==> config.mk <==
export PLATFORM = sky130hd
export DESIGN_NAME = bp_be_ptw_miss_arb
export DESIGN_NICKNAME = d
export VERILOG_FILES = /design/src/rtl/bp_be_pkg.sv /design/src/rtl/bp_be_ptw_miss_slot.sv /design/src/rtl/bp_be_ptw_miss_arb.sv
export SDC_FILE = /design/constraint.sdc
export NUM_CORES = 1
export LEC_CHECK = 0
export ABC_AREA = 1
export CAP_MARGIN = 20
export CORE_MARGIN = 4
export CORE_UTILIZATION = 40
export DETAILED_ROUTE_END_ITERATION = 8
export GPL_TIMING_DRIVEN = 0
export HOLD_SLACK_MARGIN = 0.02
export PLACE_DENSITY = 0.81
export SLEW_MARGIN = 5
export SYNTH_ARGS = -nofsm -noshare
export SYNTH_HDL_FRONTEND = slang
export SYNTH_HIERARCHICAL = 1
export SYNTH_SLANG_ARGS = --single-unit
==> constraint.sdc <==
create_clock -name clk_i -period 1.95 [get_ports clk_i]
set_clock_uncertainty 0.15 [all_clocks]
set_input_delay 0.39 -clock clk_i [delete_from_list [all_inputs] [get_ports clk_i]]
set_output_delay 0.39 -clock clk_i [all_outputs]
set_load 0.02 [all_outputs]
==> src/rtl/bp_be_pkg.sv <==
// Back-end PTW arbitration types: miss/fill packets, arbiter state and config helpers.
// Optional feature macro used by bp_be_ptw_miss_arb: BP_BE_PTW_ARB_PERF_EN.
package bp_be_pkg;

  typedef enum logic [0:0] {
    e_bp_default_cfg = 1'b0
  } bp_params_e;

  localparam int bp_vaddr_width_gp = 39;

  function automatic int vaddr_width_f(input bp_params_e cfg);
    case (cfg)
      e_bp_default_cfg: return 39;
      default:          return 39;
    endcase
  endfunction

  typedef struct packed {
    logic                         instr_miss_v;
    logic                         load_miss_v;
    logic                         store_miss_v;
    logic [bp_vaddr_width_gp-1:0] vaddr;
  } bp_be_ptw_miss_pkt_s;

  typedef struct packed {
    logic v;
    logic instr_page_fault_v;
    logic load_page_fault_v;
    logic store_page_fault_v;
  } bp_be_ptw_fill_pkt_s;

  typedef enum logic [1:0] {
    eIdle = 2'd0,
    eWalk = 2'd1,
    eResp = 2'd2
  } bp_be_ptw_arb_state_e;

  function automatic logic [31:0] sat_inc_f(input logic [31:0] v);
    return (v == 32'hFFFF_FFFF) ? v : (v + 32'd1);
  endfunction

endpackage

==> src/rtl/bp_be_ptw_miss_slot.sv <==
// One pending-miss holding register (valid, vaddr, store) with set and clear.
module bp_be_ptw_miss_slot #(
  parameter int vaddr_width_p = 39
) (
  input  logic                     clk_i,
  input  logic                     reset_i,
  input  logic                     set_i,
  input  logic                     clr_i,
  input  logic [vaddr_width_p-1:0] vaddr_i,
  input  logic                     store_i,
  output logic                     v_o,
  output logic [vaddr_width_p-1:0] vaddr_o,
  output logic                     store_o
);

  logic                     r_v;
  logic [vaddr_width_p-1:0] r_vaddr;
  logic                     r_store;

  // Clear wins over set; the arbiter never asserts both on the same slot.
  always_ff @(posedge clk_i or posedge reset_i) begin
    if (reset_i) begin
      r_v     <= 1'b0;
      r_vaddr <= '0;
      r_store <= 1'b0;
    end else if (clr_i) begin
      r_v     <= 1'b0;
      r_vaddr <= r_vaddr;
      r_store <= r_store;
    end else if (set_i) begin
      r_v     <= 1'b1;
      r_vaddr <= vaddr_i;
      r_store <= store_i;
    end else begin
      r_v     <= r_v;
      r_vaddr <= r_vaddr;
      r_store <= r_store;
    end
  end

  assign v_o     = r_v;
  assign vaddr_o = r_vaddr;
  assign store_o = r_store;

endmodule

==> src/rtl/bp_be_ptw_miss_arb.sv <==
// Arbitrates ITLB/DTLB misses onto a single page-table walker, one walk at a time.
// Define BP_BE_PTW_ARB_PERF_EN to add saturating performance counters on perf_cnt_o.
module bp_be_ptw_miss_arb
  import bp_be_pkg::*;
#(
  parameter bp_params_e bp_params_p = e_bp_default_cfg,
  localparam int vaddr_width_p = vaddr_width_f(bp_params_p)
) (
  input  logic                                     clk_i,
  input  logic                                     reset_i,
  input  logic                                     flush_i,
  input  logic                                     itlb_miss_v_i,
  input  logic [vaddr_width_p-1:0]                 itlb_miss_vaddr_i,
  output logic                                     itlb_miss_ready_o,
  input  logic                                     dtlb_miss_v_i,
  input  logic                                     dtlb_miss_store_i,
  input  logic [vaddr_width_p-1:0]                 dtlb_miss_vaddr_i,
  output logic                                     dtlb_miss_ready_o,
  output logic [$bits(bp_be_ptw_miss_pkt_s)-1:0]   ptw_miss_pkt_o,
  input  logic                                     ptw_busy_i,
  input  logic [$bits(bp_be_ptw_fill_pkt_s)-1:0]   ptw_fill_pkt_i,
  output logic                                     itlb_resp_v_o,
  output logic                                     dtlb_resp_v_o,
  output logic                                     resp_fault_o,
  output logic                                     busy_o
`ifdef BP_BE_PTW_ARB_PERF_EN
  , output logic [3:0][31:0]                       perf_cnt_o
`endif
);

  bp_be_ptw_arb_state_e r_state, w_state_n;
  logic                 r_last_dtlb;
  logic                 r_fault;
  logic                 r_poison;

  logic                     w_itlb_v, w_dtlb_v;
  logic                     w_itlb_store, w_dtlb_store;
  logic [vaddr_width_p-1:0] w_itlb_vaddr, w_dtlb_vaddr;
  logic                     w_itlb_set, w_dtlb_set, w_itlb_clr, w_dtlb_clr;
  logic                     w_issue, w_pick_dtlb, w_sel_store, w_resp, w_in_flight;
  bp_be_ptw_fill_pkt_s      w_fill;
  bp_be_ptw_miss_pkt_s      w_pkt;

  assign w_fill      = ptw_fill_pkt_i;
  assign w_in_flight = (r_state != eIdle);

  assign itlb_miss_ready_o = ~w_itlb_v & ~flush_i;
  assign dtlb_miss_ready_o = ~w_dtlb_v & ~flush_i;
  assign w_itlb_set        = itlb_miss_v_i & itlb_miss_ready_o;
  assign w_dtlb_set        = dtlb_miss_v_i & dtlb_miss_ready_o;

  // r_last_dtlb doubles as the in-flight owner: it is updated only on issue.
  assign w_itlb_clr = (flush_i & ~(w_in_flight & ~r_last_dtlb))
                    | ((r_state == eResp) & ~r_last_dtlb);
  assign w_dtlb_clr = (flush_i & ~(w_in_flight & r_last_dtlb))
                    | ((r_state == eResp) & r_last_dtlb);

  bp_be_ptw_miss_slot #(.vaddr_width_p(vaddr_width_p)) u_itlb_slot (
    .clk_i   (clk_i),
    .reset_i (reset_i),
    .set_i   (w_itlb_set),
    .clr_i   (w_itlb_clr),
    .vaddr_i (itlb_miss_vaddr_i),
    .store_i (1'b0),
    .v_o     (w_itlb_v),
    .vaddr_o (w_itlb_vaddr),
    .store_o (w_itlb_store)
  );

  bp_be_ptw_miss_slot #(.vaddr_width_p(vaddr_width_p)) u_dtlb_slot (
    .clk_i   (clk_i),
    .reset_i (reset_i),
    .set_i   (w_dtlb_set),
    .clr_i   (w_dtlb_clr),
    .vaddr_i (dtlb_miss_vaddr_i),
    .store_i (dtlb_miss_store_i),
    .v_o     (w_dtlb_v),
    .vaddr_o (w_dtlb_vaddr),
    .store_o (w_dtlb_store)
  );

  assign w_issue     = (r_state == eIdle) & ~ptw_busy_i & ~flush_i & (w_itlb_v | w_dtlb_v);
  assign w_pick_dtlb = w_dtlb_v & (~w_itlb_v | ~r_last_dtlb);
  assign w_sel_store = w_pick_dtlb ? w_dtlb_store : w_itlb_store;
  assign w_resp      = (r_state == eResp) & ~r_poison & ~flush_i;

  // Next-state decode.
  always_comb begin
    w_state_n = r_state;
    case (r_state)
      eIdle: begin
        if (w_issue) w_state_n = eWalk;
        else         w_state_n = eIdle;
      end
      eWalk: begin
        if (w_fill.v) w_state_n = eResp;
        else          w_state_n = eWalk;
      end
      eResp:   w_state_n = eIdle;
      default: w_state_n = eIdle;
    endcase
  end

  // State, grant owner, captured fault and flush poison.
  always_ff @(posedge clk_i or posedge reset_i) begin
    if (reset_i) begin
      r_state     <= eIdle;
      r_last_dtlb <= 1'b1;
      r_fault     <= 1'b0;
      r_poison    <= 1'b0;
    end else begin
      r_state <= w_state_n;
      if (w_issue) r_last_dtlb <= w_pick_dtlb;
      else         r_last_dtlb <= r_last_dtlb;
      if ((r_state == eWalk) & w_fill.v)
        r_fault <= w_fill.instr_page_fault_v | w_fill.load_page_fault_v
                 | w_fill.store_page_fault_v;
      else
        r_fault <= r_fault;
      if (r_state == eResp)                    r_poison <= 1'b0;
      else if (flush_i & (r_state == eWalk))   r_poison <= 1'b1;
      else                                     r_poison <= r_poison;
    end
  end

  // Single-cycle miss packet, only in the issue cycle.
  always_comb begin
    w_pkt = '0;
    if (w_issue) begin
      w_pkt.instr_miss_v = ~w_pick_dtlb;
      w_pkt.load_miss_v  = w_pick_dtlb & ~w_sel_store;
      w_pkt.store_miss_v = w_sel_store;
      w_pkt.vaddr        = w_pick_dtlb ? w_dtlb_vaddr : w_itlb_vaddr;
    end else begin
      w_pkt = '0;
    end
  end

  assign ptw_miss_pkt_o = w_pkt;
  assign itlb_resp_v_o  = w_resp & ~r_last_dtlb;
  assign dtlb_resp_v_o  = w_resp & r_last_dtlb;
  assign resp_fault_o   = w_resp & r_fault;
  assign busy_o         = w_in_flight | w_itlb_v | w_dtlb_v;

`ifdef BP_BE_PTW_ARB_PERF_EN
  logic [3:0][31:0] r_perf;

  // Counters: [0] ITLB issues, [1] DTLB issues, [2] faults delivered, [3] flushed walks.
  always_ff @(posedge clk_i or posedge reset_i) begin
    if (reset_i) begin
      r_perf <= '0;
    end else begin
      if (w_issue & ~w_pick_dtlb) r_perf[0] <= sat_inc_f(r_perf[0]);
      else                        r_perf[0] <= r_perf[0];
      if (w_issue & w_pick_dtlb)  r_perf[1] <= sat_inc_f(r_perf[1]);
      else                        r_perf[1] <= r_perf[1];
      if (w_resp & r_fault)       r_perf[2] <= sat_inc_f(r_perf[2]);
      else                        r_perf[2] <= r_perf[2];
      if (flush_i & (r_state == eWalk) & ~r_poison) r_perf[3] <= sat_inc_f(r_perf[3]);
      else                                          r_perf[3] <= r_perf[3];
    end
  end

  assign perf_cnt_o = r_perf;
`endif

endmodule

==> impl_results.md <==
* Min Tclk post-route at about 2200 ps
* Clk_lat worst skew at roughly 330 ps
* ANT nets after route at 0
* Drt drc at 0
* CTS Buf Count at 9
* Pre-CTS setup slack at -968.5 ps
* Register area share after synthesis at between 40 and 50%
* DR WL/cell at approximately 17 um
* Final setup margin at -289.4 ps
* Crit path max fanout at 10
* Routed vias/inst at between 5 and 6
* Critical Path End Type: output pin
* Syn nets at between 600 and 700
* Mapped Area at about 4600 um2
* Leakage at around 3.3 nW
* Final TNS setup at -9861 ps
* Final GP Congestion at 0.8829
* DR iter-0 viols at approximately 350
* # clock sinks at a little under 90
* Drt first pass iters at 6
* Final Hold Fails at 0
* Die width at 115.0 um
* R2R Setup Slk at ~70 ps
* Async SR Flop Fraction at between 90% and 100%
* Global-route wire length before repair at between 20000 and 25000 um
* Synth warn at 6
* RSZ-0062 raised after global routing: yes
* Vias after detailed routing at approximately 4600
* Final WL at about 15000 um
* Failing checks: negative setup slack
* Clk pin slew, worst setup/hold paths at around 60 ps
* Core Area at about 11000 um2
* Core Rows at 38
* Tot GR Track Use at a little over a fifth
* Largest net degree at the start of global routing at 42
* Design Power at roughly 6.5 mW
* Worst min-delay path class: primary input to asynchronous set/reset pin
* DPL Wire Length at 10260 um
* Crit path kind: flip-flop to output pin
* Syn avg cell area at roughly 8.3 um2
* Least-Margin Pin Slew at around 900 ps
* Distinct cells, synth at 23
* R2R cell count at 9
* Maximum level of the CTS H-tree at 3
* Fin crit share at 114.8%
* Status: finished, violations left
* Syn-to-layout area delta at 50.81%
* Most numerous cell in the Yosys netlist: nand2_1
* Vias in the first global route at around 4700
* Setup crit start: r_last_dtlb
* Post-synth EDFFs at 0
* Reg2reg end: u_dtlb_slot/vaddr_o[5]
* Antenna violations before repair at 0
* Total die area at around 13000 um2
* Maximum VDD drop at 0.4939 mV
* Ranking of synthesized cells by area: dfrtp_1 (47%), nand2_1 (16%), nand3_1 (13%)
* IO Count at around 140
* Max Slew Vio Count at 0
* PortBufs at ~140
* Initial core utilization at roughly 41%
* Post-Synthesis Cells at 552
* Max Root-Sink Buffers at 2
* Share of the synthesized area in the top cell type at 47.03%
* Worst EP required at between 1000 and 1500 ps
* Synth area leader: dfrtp_1
* Diodes inserted at 0
* Final core occ at 62.56%
* Startpoint types: flip-flop
* Final-stage net count at 805
* Max-slew headroom at approximately two fifths
* Fmax at between 0.4 and 0.5 GHz
* Synthesized flop and latch total at between 80 and 90
* Die Ht at between 100 and 150 um
* Crit path arrival time at 1700 ps
* Setup crit end: ptw_miss_pkt_o[39]
* CTS tree: built
* Remaining Overflow, GRT at 0
* Pwr Density at between 900 and 1000 nW/um2
* # Max-Cap Violations at 0
* Final setup vio count at 42
* Critical R2R Launch: r_last_dtlb
* Primary FF master, synth: dfrtp_1
* Layout cells sized above 1 at 29.86%
* Post-synth top cells: nand2_1 (192), nand3_1 (121), dfrtp_1 (86), nand2_2 (23), a21oi_2 (22)
* Clk root buf: clkbuf_16
## metal layers
layer | part of all wire [%] | GRT usage (%) | routed length (um)
met2 | 50 | 36.38 | 7245
met5 | 0 | 0 | 0
met4 | 1.4 | 6.103 | 204
met1 | 42 | 28.38 | 6152
met3 | 6.6 | 4.526 | 958
## cell families (layout without fill, tap and decap cells)
kind of cell	after synthesis	in the layout	share of synthesized area, %
flops	87	87	47.61
simple gates	357	358	35.22
buf+inv	61	228	10.23
compound gates	46	46	6.864
other cells	1	1	0.08196
## where the power goes
group | total, mW | switching (mW) | internal (mW)
combinational | 1.94 | 1.08 | 0.862
sequential | 2.66 | 0.351 | 2.31
clock | 1.86 | 0.704 | 1.15
total | 6.46 | 2.13 | 4.33
## worst min-delay path by stage
stage | startpoint | cells past startpoint | slack, ps | end
4_1_cts | reset_i | 2 | 230 | r_fault
6_report | reset_i | 2 | 240 | r_poison
5_1_grt | reset_i | 2 | 250 | r_poison
3_3_place_gp | u_dtlb_slot/store_o | 2 | 300 | u_dtlb_slot/store_o
2_1_floorplan | reset_i | 1 | 20 | r_fault
3_5_place_dp | u_dtlb_slot/store_o | 2 | 310 | u_dtlb_slot/store_o
## cell type report
cell class / instances / area [um2]
Tap cell: 140 / 175.2
Multi-Input combinational cell: 405 / 2182
Clock inverter: 5 / 82.58
Clock buffer: 10 / 239.0
Timing Repair Buffer: 152 / 1498
Buffer: 43 / 465.4
Fill cell: 916 / 4130
Inverter: 18 / 77.57
Sequential cell: 87 / 2181
## what timing repair did
item                                    in CTS  in global routing
gates resized for setup                    272                 72
gates cloned                                 3                  1
pin swaps                                    5                 12
endpoints found under the setup margin      48                 61
hold buffers                                 0                  0
buffers inserted                             7                  5
## critical path, stage by stage, from the launching register on
cell and delay, ps:
dfstp_2 560, nand2_4 120, buf_4 210, nand3b_1 150
nand2_1 80, nor2_1 100, buf_4 150
## through the flow
step                std cells  hold slack [ps]  cell area [um2]
finish                    860            237.9             6900
global route              860            246.7             6900
CTS                       854            227.0             6588
detailed placement        829            305.7             6132
global placement          828            299.6             6112
floorplan                 552            17.79             4576
## layout by cell type, fill, tap and decap left out, types with 2 or more instances in the layout
cell type | Yosys | layout
nor2_1 | 13 | 7
a21oi_4 | 0 | 7
buf_8 | 0 | 5
dfrtp_2 | 0 | 2
nand2_8 | 2 | 3
clkbuf_16 | 0 | 11
clkbuf_2 | 0 | 2
a21oi_2 | 22 | 32
buf_12 | 2 | 5
dfrtp_1 | 86 | 84
buf_2 | 8 | 4
inv_1 | 16 | 12
nand2_1 | 192 | 183
nand2_2 | 23 | 21
clkdlybuf4s50_1 | 0 | 86
clkinv_4 | 0 | 2
buf_6 | 18 | 42
nor3b_1 | 2 | 2
nor2_4 | 0 | 4
nand2_4 | 0 | 10
inv_2 | 0 | 2
bufinv_16 | 0 | 2
nor2_2 | 2 | 4
nand3_1 | 121 | 120
inv_4 | 2 | 4
o21ai_0 | 4 | 3
buf_4 | 12 | 45
nand3_2 | 0 | 2
a21oi_1 | 19 | 2
clkbuf_4 | 3 | 2
(Power assumes the default switching activity.)
